--- src/rtl/fetch_unit_if.sv ---
// Fetch unit bus: control inputs, jump-table write port, instruction memory port and decoder outputs.
// CycleCnt exists only when FETCH_CYCLE_COUNT_EN is defined.
interface fetch_unit_if #(
  parameter int PC_W = 10
);
  logic            Start;
  logic            BranchTaken;
  logic [1:0]      Jptr;
  logic            Stall;
  logic            LutWe;
  logic [1:0]      LutAddr;
  logic [PC_W-1:0] LutData;
  logic [PC_W-1:0] ImemAddr;
  logic            ImemRe;
  logic [8:0]      ImemData;
  logic [8:0]      mach_code;
  logic            InstValid;
  logic            Done;
`ifdef FETCH_CYCLE_COUNT_EN
  logic [15:0]     CycleCnt;
`endif

  modport master (
    output Start, BranchTaken, Jptr, Stall, LutWe, LutAddr, LutData, ImemData,
    input  ImemAddr, ImemRe, mach_code, InstValid, Done
`ifdef FETCH_CYCLE_COUNT_EN
    , input CycleCnt
`endif
  );

  modport slave (
    input  Start, BranchTaken, Jptr, Stall, LutWe, LutAddr, LutData, ImemData,
    output ImemAddr, ImemRe, mach_code, InstValid, Done
`ifdef FETCH_CYCLE_COUNT_EN
    , output CycleCnt
`endif
  );
endinterface

--- src/rtl/fetch_unit.sv ---
// Instruction fetch unit: PC, 4-entry jump table, IR register and IDLE/FILL/RUN/HALT sequencer.
// Optional active-cycle counter on CycleCnt when FETCH_CYCLE_COUNT_EN is defined.
module fetch_unit #(
  parameter int         PC_W      = 10,
  parameter logic [8:0] HALT_CODE = 9'h1FF
) (
  input  logic         i_clk,
  input  logic         i_rst_n,
  fetch_unit_if.slave  bus
);
  typedef enum logic [1:0] {S_IDLE, S_FILL, S_RUN, S_HALT} state_t;

  state_t          r_state;
  logic [PC_W-1:0] r_pc;
  logic [8:0]      r_ir;
  logic            r_valid;
  logic            r_done;
  logic [PC_W-1:0] r_lut [4];

  logic [PC_W-1:0] w_pc_inc;
  logic            w_run_go;
  logic            w_branch;

  assign w_pc_inc = r_pc + PC_W'(1);
  assign w_run_go = (r_state == S_RUN) && !bus.Stall;
  // A branch only counts when the instruction it belongs to is live
  assign w_branch = w_run_go && r_valid && bus.BranchTaken;

  always_ff @(posedge i_clk or negedge i_rst_n) begin
    if (!i_rst_n) begin
      r_state <= S_IDLE;
      r_pc    <= '0;
      r_ir    <= '0;
      r_valid <= 1'b0;
      r_done  <= 1'b0;
    end else begin
      case (r_state)
        S_IDLE: begin
          if (bus.Start) begin
            r_pc    <= '0;
            r_state <= S_FILL;
          end
        end
        S_FILL: begin
          r_pc    <= w_pc_inc;
          r_valid <= 1'b0;
          r_state <= S_RUN;
        end
        S_RUN: begin
          if (w_branch) begin
            r_pc    <= r_lut[bus.Jptr];
            r_valid <= 1'b0;
            r_state <= S_FILL;
          end else if (w_run_go && bus.ImemData == HALT_CODE) begin
            r_valid <= 1'b0;
            r_done  <= 1'b1;
            r_state <= S_HALT;
          end else if (w_run_go) begin
            r_ir    <= bus.ImemData;
            r_valid <= 1'b1;
            r_pc    <= w_pc_inc;
          end
        end
        S_HALT: begin
          if (bus.Start) begin
            r_done  <= 1'b0;
            r_pc    <= '0;
            r_state <= S_FILL;
          end
        end
        default: r_state <= S_IDLE;
      endcase
    end
  end

  // Nonblocking write means a same-cycle branch still reads the old entry
  always_ff @(posedge i_clk or negedge i_rst_n) begin
    if (!i_rst_n) begin
      for (int i = 0; i < 4; i++) r_lut[i] <= '0;
    end else if (bus.LutWe) begin
      r_lut[bus.LutAddr] <= bus.LutData;
    end
  end

`ifdef FETCH_CYCLE_COUNT_EN
  logic [15:0] r_cnt;

  always_ff @(posedge i_clk or negedge i_rst_n) begin
    if (!i_rst_n) begin
      r_cnt <= '0;
    end else if ((r_state == S_IDLE || r_state == S_HALT) && bus.Start) begin
      r_cnt <= '0;
    end else if ((r_state == S_FILL || r_state == S_RUN) && r_cnt != 16'hFFFF) begin
      r_cnt <= r_cnt + 16'd1;
    end
  end

  assign bus.CycleCnt = r_cnt;
`endif

  // Memory output freezes while stalled so the pending word is not lost
  assign bus.ImemRe    = !((r_state == S_RUN) && bus.Stall);
  assign bus.ImemAddr  = r_pc;
  assign bus.mach_code = r_ir;
  assign bus.InstValid = r_valid;
  assign bus.Done      = r_done;
endmodule

--- src/flat_wrapper.sv ---
// flat-port wrapper written by rule: the top's interface ports become plain ports
module fetch_unit_flat 
#(
  parameter int         PC_W      = 10,
  parameter logic [8:0] HALT_CODE = 9'h1FF
)
  (i_clk, i_rst_n, bus_Start, bus_BranchTaken, bus_Jptr, bus_Stall, bus_LutWe, bus_LutAddr, bus_LutData, bus_ImemData, bus_ImemAddr, bus_ImemRe, bus_mach_code, bus_InstValid, bus_Done);
  fetch_unit_if #(.PC_W(PC_W)) bus_i ();
  input  logic i_clk;
  input  logic i_rst_n;
  input wire logic [$bits(bus_i.Start)-1:0] bus_Start;
  input wire logic [$bits(bus_i.BranchTaken)-1:0] bus_BranchTaken;
  input wire logic [$bits(bus_i.Jptr)-1:0] bus_Jptr;
  input wire logic [$bits(bus_i.Stall)-1:0] bus_Stall;
  input wire logic [$bits(bus_i.LutWe)-1:0] bus_LutWe;
  input wire logic [$bits(bus_i.LutAddr)-1:0] bus_LutAddr;
  input wire logic [$bits(bus_i.LutData)-1:0] bus_LutData;
  input wire logic [$bits(bus_i.ImemData)-1:0] bus_ImemData;
  output wire logic [$bits(bus_i.ImemAddr)-1:0] bus_ImemAddr;
  output wire logic [$bits(bus_i.ImemRe)-1:0] bus_ImemRe;
  output wire logic [$bits(bus_i.mach_code)-1:0] bus_mach_code;
  output wire logic [$bits(bus_i.InstValid)-1:0] bus_InstValid;
  output wire logic [$bits(bus_i.Done)-1:0] bus_Done;
  assign bus_i.Start = bus_Start;
  assign bus_i.BranchTaken = bus_BranchTaken;
  assign bus_i.Jptr = bus_Jptr;
  assign bus_i.Stall = bus_Stall;
  assign bus_i.LutWe = bus_LutWe;
  assign bus_i.LutAddr = bus_LutAddr;
  assign bus_i.LutData = bus_LutData;
  assign bus_i.ImemData = bus_ImemData;
  assign bus_ImemAddr = bus_i.ImemAddr;
  assign bus_ImemRe = bus_i.ImemRe;
  assign bus_mach_code = bus_i.mach_code;
  assign bus_InstValid = bus_i.InstValid;
  assign bus_Done = bus_i.Done;
  fetch_unit #(.PC_W(PC_W), .HALT_CODE(HALT_CODE)) u_core (.i_clk(i_clk), .i_rst_n(i_rst_n), .bus(bus_i));
endmodule
--- config.mk ---
export PLATFORM = sky130hd
export DESIGN_NAME = fetch_unit_flat
export DESIGN_NICKNAME = d
export VERILOG_FILES = /design/src/rtl/fetch_unit_if.sv /design/src/rtl/fetch_unit.sv /design/src/flat_wrapper.sv
export SDC_FILE = /design/constraint.sdc
export NUM_CORES = 1
export LEC_CHECK = 0
export BUFFER_PORTS_ARGS = -buffer_cell sky130_fd_sc_hd__buf_4
export CAP_MARGIN = 5
export CORE_MARGIN = 2
export CORE_UTILIZATION = 28
export CTS_BUF_LIST = sky130_fd_sc_hd__clkbuf_16
export CTS_CLUSTER_DIAMETER = 80
export DETAILED_ROUTE_END_ITERATION = 10
export PLACE_DENSITY_LB_ADDON = 0.05
export SLEW_MARGIN = 20
export SYNTH_ARGS = -nofsm -noshare
export SYNTH_HDL_FRONTEND = slang
export SYNTH_SLANG_ARGS = --single-unit
--- constraint.sdc ---
create_clock -name i_clk -period 4.6 [get_ports i_clk]
set_input_delay 0.69 -clock i_clk [delete_from_list [all_inputs] [get_ports i_clk]]
set_output_delay 0.69 -clock i_clk [all_outputs]
set_load 0.01 [all_outputs]
Word level (Yosys, flattened, before mapping)
Cells that the tools add are included.
{ "totals": {"in_bits": 29, "reg_bits": 63, "out_inout_bits": 22, "elab_cells": 69} }
{ "classes": {"muxes": 23, "bitwise_logic": 4, "order_cmp": 3, "n_addsub": 1, "n_reduce_logical": 17, "n_eq_ne": 12} }
{ "ops": {"columns": ["operator", "n"], "rows": [
  ["$mux W10", 7],
  ["$bwmux W40", 1],
  ["$pmux W10 S3", 1],
  ["$bmux W10 S2", 1],
  ["$demux W10 S2", 1],
  ["$add A10 B1 Y10 const B", 1],
  ["$eq A9 B9 Y1 const B", 1],
  ["$reduce_and A4 Y1", 2],
  ["$ge A3 B3 Y1 const B", 2],
  ["$logic_and A1 B1 Y1", 6],
  ["$mux W1", 6],
  ["$mux W2", 3],
  ["$ne A2 B2 Y1 const B", 3],
  ["$ne A3 B2 Y1 const B", 2],
  ["$not A2 Y3", 2],
  ["$pmux W2 S3", 1],
  ["$eq A2 B2 Y1 const B", 2],
  ["$ne A4 B2 Y1 const B", 1],
  ["$pmux W1 S2", 2],
  ["$reduce_and A2 Y1", 2],
  ["$reduce_bool A2 Y1", 2],
  ["$lt A3 B1 Y1 const B", 1],
  ["$ne A3 B1 Y1 const B", 1],
  ["$reduce_and A3 Y1", 1],
  ["other kinds (6)", 8]
]} }

Longest topological paths before layout
Gate-level depths: netlist of run 1.
{ "depth": {"ltp_word": 6, "ltp_mapped": 8, "ltp_nobuf": 6} }

Worst setup path after synthesis of run 1
Ideal clock, no wire load.
{ "synth_path": {"kind": "input-to-reg", "start": "in bus_Jptr[0]", "end": "reg u_core.r_pc[5], in the netlist u_core.bus.ImemAddr[5]", "path_buffers": 1, "arrival_time_ns": 1.740, "slack_ns": 2.739, "path_stages": 5, "setup_time_ns": 0.121, "required_time_ns": 4.479, "cell_sequence": "buf_4 mux4_2 inv_1 o32ai_2 a22o_1"} }
{ "synth_via": {"elab_chain_len": 6} }
{ "synth_rtl": {"columns": ["element", "line", "rtl"], "rows": [
  ["from (decl)", "flat_wrapper.sv:13", "input wire logic [$bits(bus_i.Jptr)-1:0] bus_Jptr;"],
  ["$not A2 Y3 (implied by the code)", "fetch_unit.sv:51", "r_pc <= r_lut[bus.Jptr];"],
  ["$bmux W10 S2", "fetch_unit.sv:51", null],
  ["$mux W10 (implied by the code) (2 in series)", "fetch_unit.sv:51", null],
  ["$mux W10", "fetch_unit.sv:50", "if (w_branch) begin"],
  ["$pmux W10 S3", "fetch_unit.sv:37", "case (r_state)"],
  ["to (signal assigned)", "fetch_unit.sv:45", "r_pc <= w_pc_inc;"],
  ["to (signal assigned)", "fetch_unit.sv:51", null],
  ["to (signal assigned)", "fetch_unit.sv:61", "r_pc <= w_pc_inc;"],
  ["to (decl)", "fetch_unit.sv:14", "logic [PC_W-1:0] r_pc;"]
]} }
No other way between the ends. The select of a mux whose other input is x is not followed.
A chain may end at the register's enable or synchronous reset.

Final worst setup path of run 1
{ "layout_path": {"start": "reg u_core.r_state[0]", "end": "reg u_core.r_pc[2], in the netlist u_core.bus.ImemAddr[2]"} }
{ "layout_via": {"elab_chain_len": 6, "elab_cells_between_ends": 15, "cone_classes": "6 x eq/ne; 2 x mux; 7 x reduce/logical"} }
{ "layout_rtl": {"columns": ["element", "line", "rtl"], "rows": [
  ["from (decl)", "fetch_unit.sv:13", "state_t r_state;"],
  ["from (signal assigned)", "fetch_unit.sv:31", "r_state <= S_IDLE;"],
  ["from (signal assigned)", "fetch_unit.sv:41", "r_state <= S_FILL;"],
  ["from (signal assigned)", "fetch_unit.sv:47", "r_state <= S_RUN;"],
  ["$eq A2 B2 Y1", "fetch_unit.sv:25, fetch_unit.sv:37", null],
  ["$logic_and A1 B1 Y1", "fetch_unit.sv:25", "assign w_run_go = (r_state == S_RUN) && !bus.Stall;"],
  ["$logic_and A1 B1 Y1 (2 in series)", "fetch_unit.sv:27", "assign w_branch = w_run_go && r_valid && bus.BranchTaken;"],
  ["$ne A3 B1 Y1 (no source line), or another cell as far along", null, null],
  ["$reduce_and A3 Y1 (no source line) / $pmux W10 S3 (equally long branches)", null, null]
]} }
Parallel ways exist; a longest one is shown, timed or not.

==> impl_metrics.yaml, run 1 <==
setup_path:
  cp.arrival_ps: 2450
  r2r_start: "u_core.r_state[0]"
  critPathKind: "flop to flop"
  path_cells: "inv_1 -> ha_1 -> a21bo_4 -> nor4_4 -> or2_2 -> o22ai_1"
  critPathSlowestCell: "nor4_4"
  cp_max_fo: 12
  required_ps: 4790
  critPathMaxStageDelay_ps: 630
  timing.rr.end: "u_core.bus.ImemAddr[2]"
  cp-end-kind: "flop"
  critPathLaunchType: "flop"
  critPathBufInv: 1
  r2r_cells: 6
  r2r_setup_slack_ps: 2340
  path_delay_family: "simple AND/OR/NAND/NOR gates"
timing:
  fin_crit_sh_pct: 49.1
  timing.fmax_mhz: 442
  finalHoldViolations: 0
  fin_skew_ps: 10.2
  setup_tns_ps: 0
  grt_setup_unrepaired: "no"
  drv_slew: 0
  layout_min_cycle_time_ps: 2260
  setup-violations-final: 0
  tightest_slew_ps: 834
  slew_headroom_pct: 44.4
  setup_ws_ps: 2340
logic_synthesis:
  syn_inst: 232
  ys_ff_latch: 63
  yosysWarnings: 0
  synth_nets: 265
  yosysSeqAreaShare_pct: 50.6
  synth_area_mm2: 0.00312
  synthDistinctLibCells: 49
  avgSynthCellArea_um2: 13.4
placed_design:
  place_ws_ps: 2310
  port_buffers: 50
  gp_congestion: 0.759
  hpwlAfterDp_um: 5110
clock_tree:
  clock_latency_ps: 330
  numCtsBuffers: 9
  post_cts_buffers: 0
  clock-sinks: 63
  path_clk_slew_ps: 50
  clockBufferDepth: 2
  clock-root-buffer: "clkbuf_16"
  cts_tree: "yes"
  htree_levels: 3
  cts_resized: 0
  cts_hold_buf: 0
routing:
  wl_per_cell_um: 17.3
  firstDrtPassIters: 4
  vias: 2115
  avgViaCountPerCell: 4.93
  drt-initial-drc-count: 71
  antenna_left: 0
  routed_wl_um: 7420
  drc_errors: 0
global_route:
  antenna_found_initial: 0
  grt_usage_pct: 13.5
  grt_pass1_wl_um: 11900
  grt_pass1_vias: 2162
  grt_overflow: 0
  grt_max_degree: 64
power_and_ir_drop:
  power.total_mw: 2.11
  swShare_pct: 29.7
  power_frac_clock_pct: 33.0
  pwr-share-seq_pct: 36.6
  leakagePower_nw: 1.68
  power_switching_uw: 626
  combPwrFrac_pct: 30.3
  powerDensity_mw_per_mm2: 538
  peakVddDrop_uv: 216
  p_int_mw: 1.48
cells_and_area:
  drive_gt1_share_pct: 46.4
  nNetsFinal: 317
  multi_input_area_mm2: 0.00144
  antenna_cells: 0
  nFillCells: 1101
  seqCellArea_mm2: 0.00158
  syn_to_final_growth_pct: 25.8
flow_run:
  max_cap_violations: 0
floorplan:
  fp.dieH_um: 110
  std_cell_rows: 38
  initial_utilization_pct: 28.8
  core-area_mm2: 0.0108
  io_pins: 51
  dieArea_mm2: 0.0120
  fp.dieW_um: 110
outcome:
  outcome: "finished clean"
min_path:
  hp-class: "primary input to asynchronous set/reset pin"
power groups by stage:
stage	clock [mW]	combinational (mW)	sequential (mW)
CTS	0.718	0.651	0.775
detailed placement	0	0.649	0.784
global route	0.748	0.723	0.792
global placement	0	0.656	0.783
finish	0.696	0.640	0.772
floorplan	0	0.418	0.788
registers in the layout (all words and copies together), names as in the netlist:
signal / cells
u_core.r_lut: 40
u_core.bus.ImemAddr: 10
u_core.bus.mach_code: 9
u_core.r_state: 2
u_core.bus.Done: 1
u_core.bus.InstValid: 1
worst register-to-register path, cell delays in order (launching register included):
cell     delay (ps)
dfrtp_1         400
inv_1            90
ha_1            320
a21bo_4         280
nor4_4          630
or2_2           310
o22ai_1         100
cell usage after synthesis (all sizes together):
library cell   n  share of area, %
a211o          1              0.28
a211oi         5               1.2
a21bo          1              0.52
a22o           1              0.28
a22oi          4              0.96
a2bb2oi        4               1.1
a311o          1              0.32
a31oi          1              0.20
a32oi          1              0.28
and2           1              0.20
and3           2              0.40
and4           1              0.28
buf            8               1.8
clkbuf         3              0.36
dfrtp         63                51
ha             4               1.6
inv            9               1.1
mux2          49                18
mux2i          1              0.32
mux4          10               7.2
nand2          8              0.96
nand2b         2              0.40
nand3          7               1.1
nand3b         2              0.48
nand4          3              0.60
nor2           5              0.76
nor3           6               1.1
nor3b          2              0.48
nor4           2              0.88
nor4bb         1              0.80
o211ai         2              0.48
o21ai          5              0.80
o21bai         1              0.24
o22ai          4              0.80
o2bb2ai        2              0.56
o31ai          2              0.48
o32ai          2              0.80
or2            3              0.60
or3            2              0.56
or4            1              0.24
layout by cell type, fill, tap and decap left out, drive strengths merged, types with 4 or more instances in the layout:
cell type	n
a22oi	4
a2bb2oi	4
o22ai	4
nand2	8
inv	12
mux2	49
mux4	10
clkbuf	9
ha	4
a211oi	5
o21ai	5
nor3	6
dfrtp	63
nand3	7
nor2	5
buf	52
per-stage QoR:
| step | cell area [µm²] | std cells | hold WS, ps | util [%] |
|---|---|---|---|---|
| after global routing | 3920 | 429 | 513 | 36.2 |
| after detailed placement | 3610 | 413 | 489 | 33.3 |
| final | 3920 | 429 | 466 | 36.2 |
| after CTS | 3920 | 429 | 502 | 36.2 |
| after global placement | 3610 | 413 | 482 | 33.3 |
| after floorplan | 3120 | 232 | 394 | - |
area by class of cell:
type                       count  area share, %
sequential                    63           40.2
clock inverter                 7           2.07
clock buffer                   9           5.75
multi-input combinational    149           36.7
tap                          140           4.47
timing repair buffer          52           9.96
inverter                       9          0.862
how the worst max path moves through the flow:
stage | startpoint | end | slack (ps) | depth (start not counted)
finish | u_core.r_state[0] | u_core.bus.ImemAddr[2] | 2340 | 6
detailed placement | u_core.r_state[0] | u_core.bus.ImemAddr[2] | 2310 | 6
global route | u_core.r_state[0] | u_core.bus.ImemAddr[7] | 2160 | 6
floorplan | bus_Jptr[0] | u_core.bus.ImemAddr[5] | 2740 | 5
global placement | bus_BranchTaken | u_core.bus.ImemAddr[2] | 2370 | 5
CTS | u_core.r_state[0] | u_core.bus.ImemAddr[2] | 2320 | 6
cell families (layout without fill, tap and decap cells):
kind of cell	count (synthesis)	in the layout	share of synthesized area, %
AO/OA/AOI/OAI	37	37	9.35
adder cells (fa/ha/maj)	4	4	1.61
buffers and inverters	20	77	3.29
flip-flops	63	63	50.6
multiplexers	60	60	25.3
AND/OR/NAND/NOR	48	48	9.92
routing by layer:
metal  part of all wire (%)  vias to the layer above  GRT usage [%]
li1                       -                      987              -
met1                     49                     1077           18.3
met2                     45                       47           20.7
met3                    4.6                        4           3.56
met4                    1.1                        0           5.06
met5                      0                        -              0
(Power assumes the default switching activity.)
==> run 2, diff against run 1 <==
==> constraint.sdc (replaced) <==
create_clock -name i_clk -period 2.1 [get_ports i_clk]
set_input_delay 0.315 -clock i_clk [delete_from_list [all_inputs] [get_ports i_clk]]
set_output_delay 0.315 -clock i_clk [all_outputs]
set_load 0.01 [all_outputs]
==> run 2 against run 1 <==
- global-route usage grew 0.61 points
- sequential share of layout area down 0.43 points
- critical path depth grew 1
- clock power is 85% higher
- final area increased by 1.1%
- combinational power up 130%
- core utilization is 0.39 points higher
- die area unchanged
- worst setup slack lost 2200 ps
- clock skew down 5.3 ps
- first-iteration DRC count rose by 2.8%
- maximum frequency is 17% higher
- largest cell class unchanged
==> impl_metrics.yaml, run 2 (synthesized netlist as in run 1, its figures left out) <==
setup_path:
  critPathLaunchType: "flop"
  required_ps: 2340
  cp-end-kind: "flop"
  critPathKind: "flop to flop"
  cp.arrival_ps: 2170
  r2r_cells: 7
  cp_max_fo: 13
flow_run:
  max_cap_violations: 0
placed_design:
  place_ws_ps: 82.7
  hpwlAfterDp_um: 5350
  gp_congestion: 0.748
  port_buffers: 50
routing:
  avgViaCountPerCell: 4.96
  wl_per_cell_um: 17.3
  drc_errors: 0
  firstDrtPassIters: 4
  drt-initial-drc-count: 73
  routed_wl_um: 7600
  vias: 2173
  antenna_left: 0
power_and_ir_drop:
  power_switching_mw: 1.39
  swShare_pct: 31.4
  leakagePower_nw: 1.70
  power.total_mw: 4.43
  peakVddDrop_uv: 446
  combPwrFrac_pct: 32.8
  pwr-share-seq_pct: 38.1
  powerDensity_mw_per_mm2: 1120
  p_int_mw: 3.04
  power_frac_clock_pct: 29.1
clock_tree:
  path_clk_slew_ps: 50
  clockBufferDepth: 2
  clock-sinks: 63
  clock_latency_ps: 320
  numCtsBuffers: 9
  post_cts_buffers: 0
  htree_levels: 3
  clock-root-buffer: "clkbuf_16"
  cts_tree: "yes"
floorplan:
  initial_utilization_pct: 28.8
  dieArea_mm2: 0.0120
  std_cell_rows: 38
  fp.dieH_um: 110
  fp.dieW_um: 110
  io_pins: 51
  core-area_mm2: 0.0108
cells_and_area:
  nNetsFinal: 327
  syn_to_final_growth_pct: 27.1
  final_cell_mix: "dfrtp_1, buf_4, mux2_2, mux4_2"
  drive_gt1_share_pct: 48.0
  largest_register: "u_core.r_lut"
  antenna_cells: 0
  largest_reg_flops: 40
  layout_commonest_cell: "dfrtp_1"
min_path:
  whs_path_depth: 2
  hp-class: "primary input to flop"
timing:
  setup_ws_ps: 174
  grt_setup_unrepaired: "no"
  timing.fmax_mhz: 519
  layout_min_cycle_time_ps: 1930
  tightest_slew_ps: 462
  setup_tns_ps: 0
  fin_skew_ps: 4.90
  setup-violations-final: 0
  drv_slew: 0
  fin_crit_sh_pct: 91.7
  hold_slack_ps: 238
  finalHoldViolations: 0
  slew_headroom_pct: 68.9
global_route:
  grt_max_degree: 41
  grt_overflow: 0
  grt_pass1_vias: 2304
  grt_pass1_wl_um: 12600
  antenna_found_initial: 0
  grt_usage_pct: 14.1
outcome:
  outcome: "finished clean"
## run 2: cell count changes in the layout (fill, tap and decap cells not counted), moves of 2 or more
cell / change
bufinv_16: -2
clkinv_1: +3
inv_1: -3
buf_4: +8
## run 2: worst max-delay path: stages, from the launching register on
cell	delay, ps
dfrtp_1	370
inv_1	70
ha_1	210
buf_4	160
nand2_1	80
nand2_1	280
or2_2	480
o22ai_1	200
## run 2: what timing repair did
action | 4_1_cts | 5_1_grt
endpoints found under the setup margin | 0 | 10
gates resized for setup | 0 | 2
hold buffers | 1 | 0
hold endpoints to repair | 23 | 0
## run 2: per-stage QoR
| step | instances | area, µm² | utilization (%) |
|---|---|---|---|
| after floorplan | 232 | 3120 | - |
| after global placement | 422 | 3690 | 34.1 |
| after detailed placement | 422 | 3690 | 34.1 |
| after CTS | 438 | 3960 | 36.5 |
| after global routing | 438 | 3960 | 36.6 |
| final | 438 | 3960 | 36.6 |
## run 2: layout make-up
cell class	instances	area, µm²
Fill cell	1107	6880
Sequential cell	63	1580
Multi-Input combinational cell	149	1440
Timing Repair Buffer	62	480
Clock buffer	9	225
Tap cell	140	175
Inverter	9	33.8
Clock inverter	6	28.8
## run 2: final timing paths
check                                       start                      end  slack, ps
worst max-delay path            u_core.r_state[0]   u_core.bus.ImemAddr[8]        170
worst min-delay path              bus_ImemData[1]  u_core.bus.mach_code[1]        240
worst max register to register  u_core.r_state[0]   u_core.bus.ImemAddr[8]        170
worst min register to register    u_core.r_lut[7]          u_core.r_lut[7]        500
max in group asynchronous                 i_rst_n         u_core.r_lut[32]       1140
min in group asynchronous                 i_rst_n     u_core.bus.InstValid        430
## run 2: per-layer routing
layer	track usage, %	routed length [µm]	up-vias
met5	0	0	-
met4	5.79	123	0
met3	2.96	454	11
met2	22.0	3430	55
met1	19.2	3590	1097
li1	-	-	1010
## run 2: power groups by stage
stage | sequential (mW) | combinational [mW] | clock (mW)
floorplan | 1.73 | 0.915 | 0
global placement | 1.71 | 1.47 | 0
detailed placement | 1.71 | 1.46 | 0
CTS | 1.70 | 1.48 | 1.34
global route | 1.74 | 1.62 | 1.40
finish | 1.69 | 1.45 | 1.29
==> run 3, diff against run 2 <==
--- a/config.mk
+++ b/config.mk
@@ -7,8 +7,9 @@
 export LEC_CHECK = 0
 export BUFFER_PORTS_ARGS = -buffer_cell sky130_fd_sc_hd__buf_4
 export CAP_MARGIN = 5
+export CORE_ASPECT_RATIO = 2
 export CORE_MARGIN = 2
-export CORE_UTILIZATION = 28
+export CORE_UTILIZATION = 51
 export CTS_BUF_LIST = sky130_fd_sc_hd__clkbuf_16
 export CTS_CLUSTER_DIAMETER = 80
 export DETAILED_ROUTE_END_ITERATION = 10
==> constraint.sdc (replaced) <==
create_clock -name i_clk -period 1.7 [get_ports i_clk]
set_input_delay 0.255 -clock i_clk [delete_from_list [all_inputs] [get_ports i_clk]]
set_output_delay 0.255 -clock i_clk [all_outputs]
set_load 0.01 [all_outputs]
==> run 3 against run 2 <==
- the flow now finishes with violations (setup timing)
- core utilization rose by 35 points
- global-route usage rose by 9.5 points
- final area rose by 7.8%
- combinational power rose by 77%
- clock power rose by 32%
- via count rose by 6.2%
- non-clock buffer count rose by 31
- first-iteration DRC count rose by 15%
- flip-flop and latch count did not move
- count of clock-buffer cells in the layout did not move
- register-to-register slack got worse by 250 ps
- critical path type unchanged
- critical endpoint is now u_core.bus.ImemAddr[5]
- highest routed layer unchanged
==> impl_metrics.yaml, run 3 (synthesized netlist as in run 1, its figures left out) <==
outcome:
  outcome: "finished, violations left"
  violations: "setup timing"
timing:
  timing.fmax_mhz: 562
  drv_slew: 0
  grt_setup_unrepaired: "yes"
  layout_min_cycle_time_ps: 1780
  setup_tns_ps: -212
  finalHoldViolations: 0
  tightest_slew_ps: 441
  fin_crit_sh_pct: 105
  fin_skew_ps: 3.16
  setup-violations-final: 5
  slew_headroom_pct: 70.4
  setup_ws_ps: -80.1
  hold_slack_ps: 169
power_and_ir_drop:
  p_int_mw: 4.41
  power_switching_mw: 1.93
  powerDensity_mw_per_mm2: 1480
  pwr-share-seq_pct: 32.8
  swShare_pct: 30.4
  peakVddDrop_uv: 974
  combPwrFrac_pct: 40.3
  power_frac_clock_pct: 26.8
  leakagePower_nw: 1.90
min_path:
  whs_path_depth: 2
  hp-class: "primary input to flop"
floorplan:
  io_pins: 51
  fp.dieH_um: 115
  initial_utilization_pct: 52.3
  fp.dieW_um: 59.3
  dieArea_mm2: 0.00679
  std_cell_rows: 40
  core-area_mm2: 0.00596
placed_design:
  port_buffers: 50
  placedCellCount: 364
  hpwlAfterDp_um: 5230
  dpl_cell_area_mm2: 0.00374
  gp_congestion: 0.836
global_route:
  grt_overflow: 0
  antenna_found_initial: 0
  grt_util_met1_pct: 24.6
  grt_pass1_vias: 2407
  grt.busiest_layer: "met2"
  grt_max_degree: 31
  grt_pass1_wl_um: 11500
  met2_usage_pct: 41.8
  grtUsageMet3_pct: 5.76
  grt_usage_pct: 23.6
cells_and_area:
  stdcell_area_mm2: 0.00427
  nFillCells: 441
  final_util_pct: 71.7
  syn_to_final_growth_pct: 37.1
  layout.cells.non_filler: 393
  layout_commonest_cell: "buf_4"
  antenna_cells: 0
  nNetsFinal: 358
  final_cell_mix: "buf_4, dfrtp_1, mux2_2, mux4_2, clkbuf_16"
  drive_gt1_share_pct: 59.4
  largest_reg_flops: 40
  largest_register: "u_core.r_lut"
clock_tree:
  clock-sinks: 63
  htree_levels: 3
  numCtsBuffers: 9
  path_clk_slew_ps: 50
  clock_latency_ps: 320
  cts_tree: "yes"
  clock-root-buffer: "clkbuf_16"
  clockBufferDepth: 2
setup_path:
  critPathSlowestCell: "dfrtp_1"
  required_ps: 1910
  cp_max_fo: 6
  path_cells: "ha_4 -> nor4bb_4 -> buf_4 -> or2_0 -> buf_4 -> o32ai_2 -> a22o_1"
  r2r_cells: 7
  critPathMaxStageDelay_ps: 420
  crit_path_frequent_cell: "buf_4"
  cp-end-kind: "flop"
  critPathKind: "flop to flop"
  cp.arrival_ps: 1990
  critPathLaunchType: "flop"
routing:
  drt-initial-drc-count: 84
  firstDrtPassIters: 4
  vias: 2307
  antenna_left: 0
  routed_wl_um: 7320
  wl_per_cell_um: 18.6
  avgViaCountPerCell: 5.87
  drc_errors: 0
flow_run:
  max_cap_violations: 0
==> run 3: cell count changes in the layout (fill, tap and decap cells not counted), sizes merged <==
cell      previous run  this run
buf                 61        92
bufinv               0         1
clkinvlp             1         0
inv                  9        10
==> run 3: path summary, 6_finish.rpt <==
path,start,endpoint,slack (ps)
max,u_core.r_state[0],u_core.bus.ImemAddr[5],-80
min,bus_ImemData[2],u_core.bus.mach_code[2],170
max reg2reg,u_core.r_state[0],u_core.bus.ImemAddr[5],-80
min reg2reg,u_core.r_lut[7],u_core.r_lut[7],500
max in group asynchronous,i_rst_n,u_core.r_lut[25],790
min in group asynchronous,i_rst_n,u_core.r_state[0],410
==> run 3: through the flow <==
stage / total power [mW] / setup slack (ps)
floorplan: 3.27 / 3.57
global placement: 4.11 / -127
detailed placement: 4.14 / -183
CTS: 6.04 / -31.8
global route: 6.70 / -164
finish: 6.34 / -80.1
==> run 3: timing repair <==
item,CTS,global route
setup buffers,4,8
endpoints found under the hold margin,28,0
pin swaps,3,11
gates cloned,1,0
resized for setup,9,26
hold buffers,1,0
endpoints found under the setup margin,21,20
==> run 3: cell type report <==
type                            count  area [µm²]  area share [%]
Clock buffer                        9         225            5.27
Clock inverter                      7        55.1            1.29
Inverter                            9        33.8           0.791
Multi-Input combinational cell    149        1580            36.9
Sequential cell                    63        1580            36.9
Tap cell                           63        78.8            1.85
Timing Repair Buffer               93         724            17.0
==> run 3: routing by layer <==
layer  share of wire (%)  up-vias
met1                  36     1160
met5                   0        -
met3                 3.4       20
li1                    -     1065
met4                 3.6        0
met2                  57       62
==> run 3: power groups by stage <==
stage | sequential [mW] | clock, mW | combinational, mW
2_1_floorplan | 2.13 | 0 | 1.14
3_3_place_gp | 2.09 | 0 | 2.03
3_5_place_dp | 2.10 | 0 | 2.04
4_1_cts | 2.08 | 1.75 | 2.22
5_1_grt | 2.12 | 1.82 | 2.76
6_report | 2.08 | 1.70 | 2.56
==> run 3: critical path: cells and delay by family, from the launching register on <==
| family | cells | cell delay [ps] |
|---|---|---|
| adder cells (fa/ha/maj) | 1 | 200 |
| flip-flops | 1 | 420 |
| buffers and inverters | 2 | 310 |
| AND/OR/NAND/NOR | 2 | 410 |
| AO/OA/AOI/OAI | 2 | 310 |
